===== src/rtl/seg_scan_ctrl.sv =====
// Four-digit multiplexed seven-segment scanner with blanking between digits,
// optional leading-zero suppression and a double-buffered load path that only
// swaps in new display data at a frame boundary (or at once while disabled).
module seg_scan_ctrl #(
    parameter int DIV_MAX   = 49999,
    parameter int BLANK_CYC = 4
) (
    input  logic        clk,
    input  logic        rst_n,
    input  logic        en,
    input  logic        lz_en,
    input  logic        ld_valid,
    input  logic [15:0] ld_data,
    output logic        ld_ready,
    output logic [6:0]  seg,
    output logic [3:0]  an,
    output logic        frame_done
);

    localparam int PRE_W = (DIV_MAX > 0) ? $clog2(DIV_MAX + 1) : 1;
    localparam int BLK_W = (BLANK_CYC > 1) ? $clog2(BLANK_CYC) : 1;

    typedef enum logic [0:0] {
        ST_BLANK = 1'b0,
        ST_SHOW  = 1'b1
    } state_t;

    state_t             state_r, state_n_s;
    logic [1:0]         idx_r, idx_n_s;
    logic [BLK_W-1:0]   blk_cnt_r, blk_cnt_n_s;
    logic [PRE_W-1:0]   pre_cnt_r, pre_cnt_n_s;
    logic [15:0]        disp_r, disp_n_s;
    logic [15:0]        pend_r, pend_n_s;
    logic               pend_full_r, pend_full_n_s;
    logic [3:0]         an_r, an_n_s;
    logic [6:0]         seg_r, seg_n_s;
    logic               frame_done_r, frame_done_n_s;
    logic               commit_s;
    logic               xfer_s;
    logic [3:0]         nib_s;

    // Hex digit to {g,f,e,d,c,b,a} segment pattern.
    function automatic logic [6:0] hex_glyph(input logic [3:0] v);
        logic [6:0] g;
        case (v)
            4'h0:    g = 7'h3F;
            4'h1:    g = 7'h06;
            4'h2:    g = 7'h5B;
            4'h3:    g = 7'h4F;
            4'h4:    g = 7'h66;
            4'h5:    g = 7'h6D;
            4'h6:    g = 7'h7D;
            4'h7:    g = 7'h27;
            4'h8:    g = 7'h7F;
            4'h9:    g = 7'h6F;
            4'hA:    g = 7'h77;
            4'hB:    g = 7'h7C;
            4'hC:    g = 7'h39;
            4'hD:    g = 7'h5E;
            4'hE:    g = 7'h79;
            4'hF:    g = 7'h71;
            default: g = 7'h00;
        endcase
        return g;
    endfunction

    // True when digit k and every digit above it are zero; digit 0 never blanks.
    function automatic logic lead_zero(input logic [15:0] d, input logic [1:0] k);
        logic z;
        case (k)
            2'd3:    z = (d[15:12] == 4'h0);
            2'd2:    z = (d[15:8]  == 8'h00);
            2'd1:    z = (d[15:4]  == 12'h000);
            default: z = 1'b0;
        endcase
        return z;
    endfunction

    // Scan sequencing: blank/show dwell counters, digit index, frame boundary.
    always_comb begin
        state_n_s      = state_r;
        idx_n_s        = idx_r;
        blk_cnt_n_s    = blk_cnt_r;
        pre_cnt_n_s    = pre_cnt_r;
        frame_done_n_s = 1'b0;
        commit_s       = 1'b0;
        if (!en) begin
            state_n_s   = ST_BLANK;
            idx_n_s     = 2'd0;
            blk_cnt_n_s = '0;
            pre_cnt_n_s = '0;
            commit_s    = pend_full_r;
        end else begin
            case (state_r)
                ST_BLANK: begin
                    if (blk_cnt_r == BLK_W'(BLANK_CYC - 1)) begin
                        state_n_s   = ST_SHOW;
                        pre_cnt_n_s = '0;
                        blk_cnt_n_s = '0;
                    end else begin
                        blk_cnt_n_s = blk_cnt_r + BLK_W'(1);
                    end
                end
                ST_SHOW: begin
                    if (pre_cnt_r == PRE_W'(DIV_MAX)) begin
                        state_n_s   = ST_BLANK;
                        idx_n_s     = idx_r + 2'd1;
                        blk_cnt_n_s = '0;
                        pre_cnt_n_s = '0;
                        if (idx_r == 2'd3) begin
                            frame_done_n_s = 1'b1;
                            commit_s       = pend_full_r;
                        end else begin
                            frame_done_n_s = 1'b0;
                        end
                    end else begin
                        pre_cnt_n_s = pre_cnt_r + PRE_W'(1);
                    end
                end
                default: begin
                    state_n_s   = ST_BLANK;
                    idx_n_s     = 2'd0;
                    blk_cnt_n_s = '0;
                    pre_cnt_n_s = '0;
                end
            endcase
        end
    end

    // Load buffer: accept only into an empty pending slot, commit never collides.
    always_comb begin
        xfer_s        = ld_valid && !pend_full_r;
        disp_n_s      = commit_s ? pend_r : disp_r;
        pend_n_s      = xfer_s ? ld_data : pend_r;
        if (xfer_s) begin
            pend_full_n_s = 1'b1;
        end else if (commit_s) begin
            pend_full_n_s = 1'b0;
        end else begin
            pend_full_n_s = pend_full_r;
        end
    end

    // Output decode from the next state so pins change on the transition edge.
    always_comb begin
        an_n_s  = 4'b1111;
        seg_n_s = 7'h00;
        nib_s   = disp_n_s[{idx_n_s, 2'b00} +: 4];
        if (state_n_s == ST_SHOW) begin
            an_n_s = ~(4'b0001 << idx_n_s);
            if (lz_en && lead_zero(disp_n_s, idx_n_s)) begin
                seg_n_s = 7'h00;
            end else begin
                seg_n_s = hex_glyph(nib_s);
            end
        end else begin
            an_n_s  = 4'b1111;
            seg_n_s = 7'h00;
        end
    end

    // Scan state registers.
    always_ff @(posedge clk or negedge rst_n) begin
        if (!rst_n) begin
            state_r   <= ST_BLANK;
            idx_r     <= 2'd0;
            blk_cnt_r <= '0;
            pre_cnt_r <= '0;
        end else begin
            state_r   <= state_n_s;
            idx_r     <= idx_n_s;
            blk_cnt_r <= blk_cnt_n_s;
            pre_cnt_r <= pre_cnt_n_s;
        end
    end

    // Data buffers and registered display outputs.
    always_ff @(posedge clk or negedge rst_n) begin
        if (!rst_n) begin
            disp_r       <= 16'h0000;
            pend_r       <= 16'h0000;
            pend_full_r  <= 1'b0;
            an_r         <= 4'b1111;
            seg_r        <= 7'h00;
            frame_done_r <= 1'b0;
        end else begin
            disp_r       <= disp_n_s;
            pend_r       <= pend_n_s;
            pend_full_r  <= pend_full_n_s;
            an_r         <= an_n_s;
            seg_r        <= seg_n_s;
            frame_done_r <= frame_done_n_s;
        end
    end

    assign ld_ready   = ~pend_full_r;
    assign an         = an_r;
    assign seg        = seg_r;
    assign frame_done = frame_done_r;

endmodule


===== config.mk =====
export PLATFORM = sky130hd
export DESIGN_NAME = seg_scan_ctrl
export DESIGN_NICKNAME = d
export VERILOG_FILES = /design/src/rtl/seg_scan_ctrl.sv
export SDC_FILE = /design/constraint.sdc
export NUM_CORES = 1
export LEC_CHECK = 0
export ABC_AREA = 0
export BUFFER_PORTS_ARGS = -buffer_cell sky130_fd_sc_hd__buf_4
export CORE_MARGIN = 10
export CORE_UTILIZATION = 59
export DETAILED_ROUTE_END_ITERATION = 12
export GPL_TIMING_DRIVEN = 1
export PLACE_DENSITY = 0.8
export SLEW_MARGIN = 15
export SYNTH_ARGS = -nofsm -noshare
export SYNTH_HDL_FRONTEND = slang
export SYNTH_SLANG_ARGS = --single-unit
export TNS_END_PERCENT = 20

===== constraint.sdc =====
create_clock -name clk -period 5.1 [get_ports clk]
set_clock_uncertainty 0.2 [all_clocks]
set_input_delay 0 -clock clk [delete_from_list [all_inputs] [get_ports clk]]
set_output_delay 0 -clock clk [all_outputs]
set_load 0.1 [all_outputs]

==> impl_metrics.toml <==
[placement]
gp_congestion = 0.884
io_buffer_count = 33
dpl.hpwl_microns = 5370

[synthesis]
async_flop_share_pct = 100
ys_ff_latch = 66
synth_most_common_cell = "dfrtp_1"
synth-xor-area-share_pct = 2.79
synth_nets = 370
synth_top_family_by_area = "simple AND/OR/NAND/NOR gates"
ys_warn_count = 0
synth_area_sq_mm = 0.00345
synth.top_cell.area_share_pct = 45.0
synthTopCellsByArea = "dfrtp_1 (45%), mux2_2 (5.2%), nor2_1 (3.7%)"
synth_edf_count = 0
synthesis.instances = 341
ys.flop_type = "dfrtp_1"
synthSimpleGateAreaFrac_pct = 19.3
yosysTopAreaCell = "dfrtp_1"
synthAdderAreaFrac_pct = 2.90
muxShareOfSynthArea_pct = 8.38
syn_avg_cell_area_sq_um = 10.1
synth_commonest_cells = "dfrtp_1 (62), nor2_1 (34), nand2_1 (33)"
seq_area_frac_synth_pct = 48.0
synth_cell_types = 61
synth-compound-area-share_pct = 14.4

[routing]
routed_wl_microns = 8120
dr.pass1.iters = 5
wl_per_cell_microns = 17.2
drtIter0Drc = 205
drc = 0
drt-vias-per-instance = 5.93
via_count = 2801
final_antenna_net_count = 0

[layout]
drive_gt1_share_pct = 21.3
nets = 424
syn2layout_area_growth_pct = 21.7
fillers = 378
antenna_cells = 0

[clock_tree]
clockBufferDepth = 2
cts_buffers = 9
clkTransAtPathRegs_ps = 70
cts_tree = "done"
h-tree-depth = 3
cts-root-buf = "clkbuf_8"
post_cts_buffers = 0
ctsHoldBuffers = 24
cts_sinks = 66
clock_latency_ps = 340
cts_resized = 0

[floorplan]
dieArea_sq_mm = 0.00931
die_x_microns = 96.5
initial_core_util_pct = 61.9
io_pins = 34
core_sq_mm = 0.00557
die_h_microns = 96.5
rows = 27

[global_routing]
grt-ovfl-total = 0
grt_pass1_vias = 2699
grt_pass1_wl_microns = 13400
grt_util_all_layers_pct = 18.4
antenna_found_initial = 0
grt_max_degree = 67

[pwr]
seqPwrFrac_pct = 40.4
p_leak_nw = 1.84
ir_drop_v = 0.000238
sw_frac_of_total_pct = 33.4
p_sw_w = 0.000568
p_clk_share_pct = 30.8
power.internal_w = 0.00113
pwr-share-comb_pct = 28.8
cellPowerDensity_mw_per_mm2 = 404

[sta]
final-hold-violation-count = 0
timing.slew.headroom_pct = 46.2
fin_crit_ps = 4390
max_freq_mhz = 228
worstMarginPinSlew_ps = 808
finalHoldWorstSlack_ps = 80.2
rsz0062_at_grt = "no"
slew_violations = 0
fin_crit_sh_pct = 86.1
fin_setup_tns_ps = 0
setup_viol = 0

[setup_path]
cp-end-kind = "flop"
crit_type = "flop to flop"
crit_path_start_kind = "flop"
required_ps = 5130
cp.arrival_ps = 4420
crit_fanout = 18

[job]
maxCapViolations = 0

[status]
status = "complete, no violations"

[worst_hold_path]
hold_class = "primary input to asynchronous set/reset pin"
cell type report:
class                      instances  area [sq um]  share of cell area (%)
clock buffer                      10           128                    3.04
clock inverter                     6           105                    2.50
inverter                          16          60.1                    1.43
multi-input combinational        242          1650                    39.3
sequential                        66          1660                    39.5
tap                               72          90.1                    2.15
timing repair buffer              60           510                    12.2
cell families after synthesis:
logic type / count (synthesis)
multiplexers: 26
XOR/XNOR: 11
flip-flops: 66
adder cells (fa/ha/maj): 8
AND/OR/NAND/NOR: 130
AO/OA/AOI/OAI: 67
buffers and inverters: 33
sequential cells by signal (all words and copies together) (netlist names):
| signal | flops |
|---|---|
| an | 4 |
| blk_cnt_r | 2 |
| disp_r | 16 |
| frame_done | 1 |
| idx_r | 2 |
| pend_full_r | 1 |
| pend_r | 16 |
| pre_cnt_r | 16 |
| seg | 7 |
| state_r | 1 |
worst paths after layout:
kind | depth (start not counted) | from | to | slack, ps
setup / recovery | 11 | pre_cnt_r[7] | seg[6] | 710
hold / removal | 2 | rst_n | frame_done | 80
setup reg to reg | 11 | pre_cnt_r[7] | seg[6] | 710
hold reg to reg | 2 | disp_r[13] | disp_r[13] | 310
max in group asynchronous | 2 | rst_n | seg[4] | 4070
min in group clk | 3 | ld_data[4] | pend_r[4] | 220
cell usage in the layout, fill, tap and decap left out, types with 4 or more instances in the layout:
cell type / instances
inv_1: 14
nand2b_1: 4
dfstp_2: 4
dfrtp_1: 62
nand3_1: 14
nor3_1: 7
clkbuf_8: 9
o21ai_0: 10
nor2b_1: 5
mux2_2: 16
a21oi_1: 13
buf_4: 36
nand2_1: 33
dlygate4sd3_1: 24
ha_1: 8
xnor2_1: 8
o2111ai_1: 4
and2_1: 4
mux2i_1: 6
o211ai_1: 9
nor2_1: 34
and3_1: 6
per-layer routing:
layer  track usage [%]  vias to the layer above  share of wire, %
li1                  -                     1330                 -
met1              23.6                     1351                44
met2              29.2                      105                49
met3              4.09                       15               5.7
met4              7.99                        0               1.9
met5                 0                        -                 0
power groups by stage:
stage / clock (W) / combinational [W] / sequential, W
finish: 0.000523 / 0.000489 / 0.000686
global route: 0.000552 / 0.000533 / 0.000696
CTS: 0.000526 / 0.000485 / 0.000683
detailed placement: 0 / 0.000464 / 0.000692
global placement: 0 / 0.000454 / 0.000688
floorplan: 0 / 0.000285 / 0.000751
worst max-delay path, stage by stage (launching register included):
cell,delay [ps]
dfrtp_1,460
or4b_4,590
or3_1,460
o31a_1,560
mux2_1,420
a32o_1,260
nor2_2,280
inv_2,90
ha_1,220
mux2_4,270
and2_4,160
a2111oi_4,310
through the flow:
step                      power (W)  cell area [sq um]  setup slack [ps]  utilization, %  std cells
final                       0.00170               4200               709            75.3        472
after global routing        0.00178               4200               506            75.3        472
after CTS                   0.00169               4200               723            75.3        472
after detailed placement    0.00116               3730               770            66.8        432
after global placement      0.00114               3730               894            66.8        432
after floorplan             0.00104               3450              1110               -        341
No activity file was read; power rests on OpenSTA's default activity.
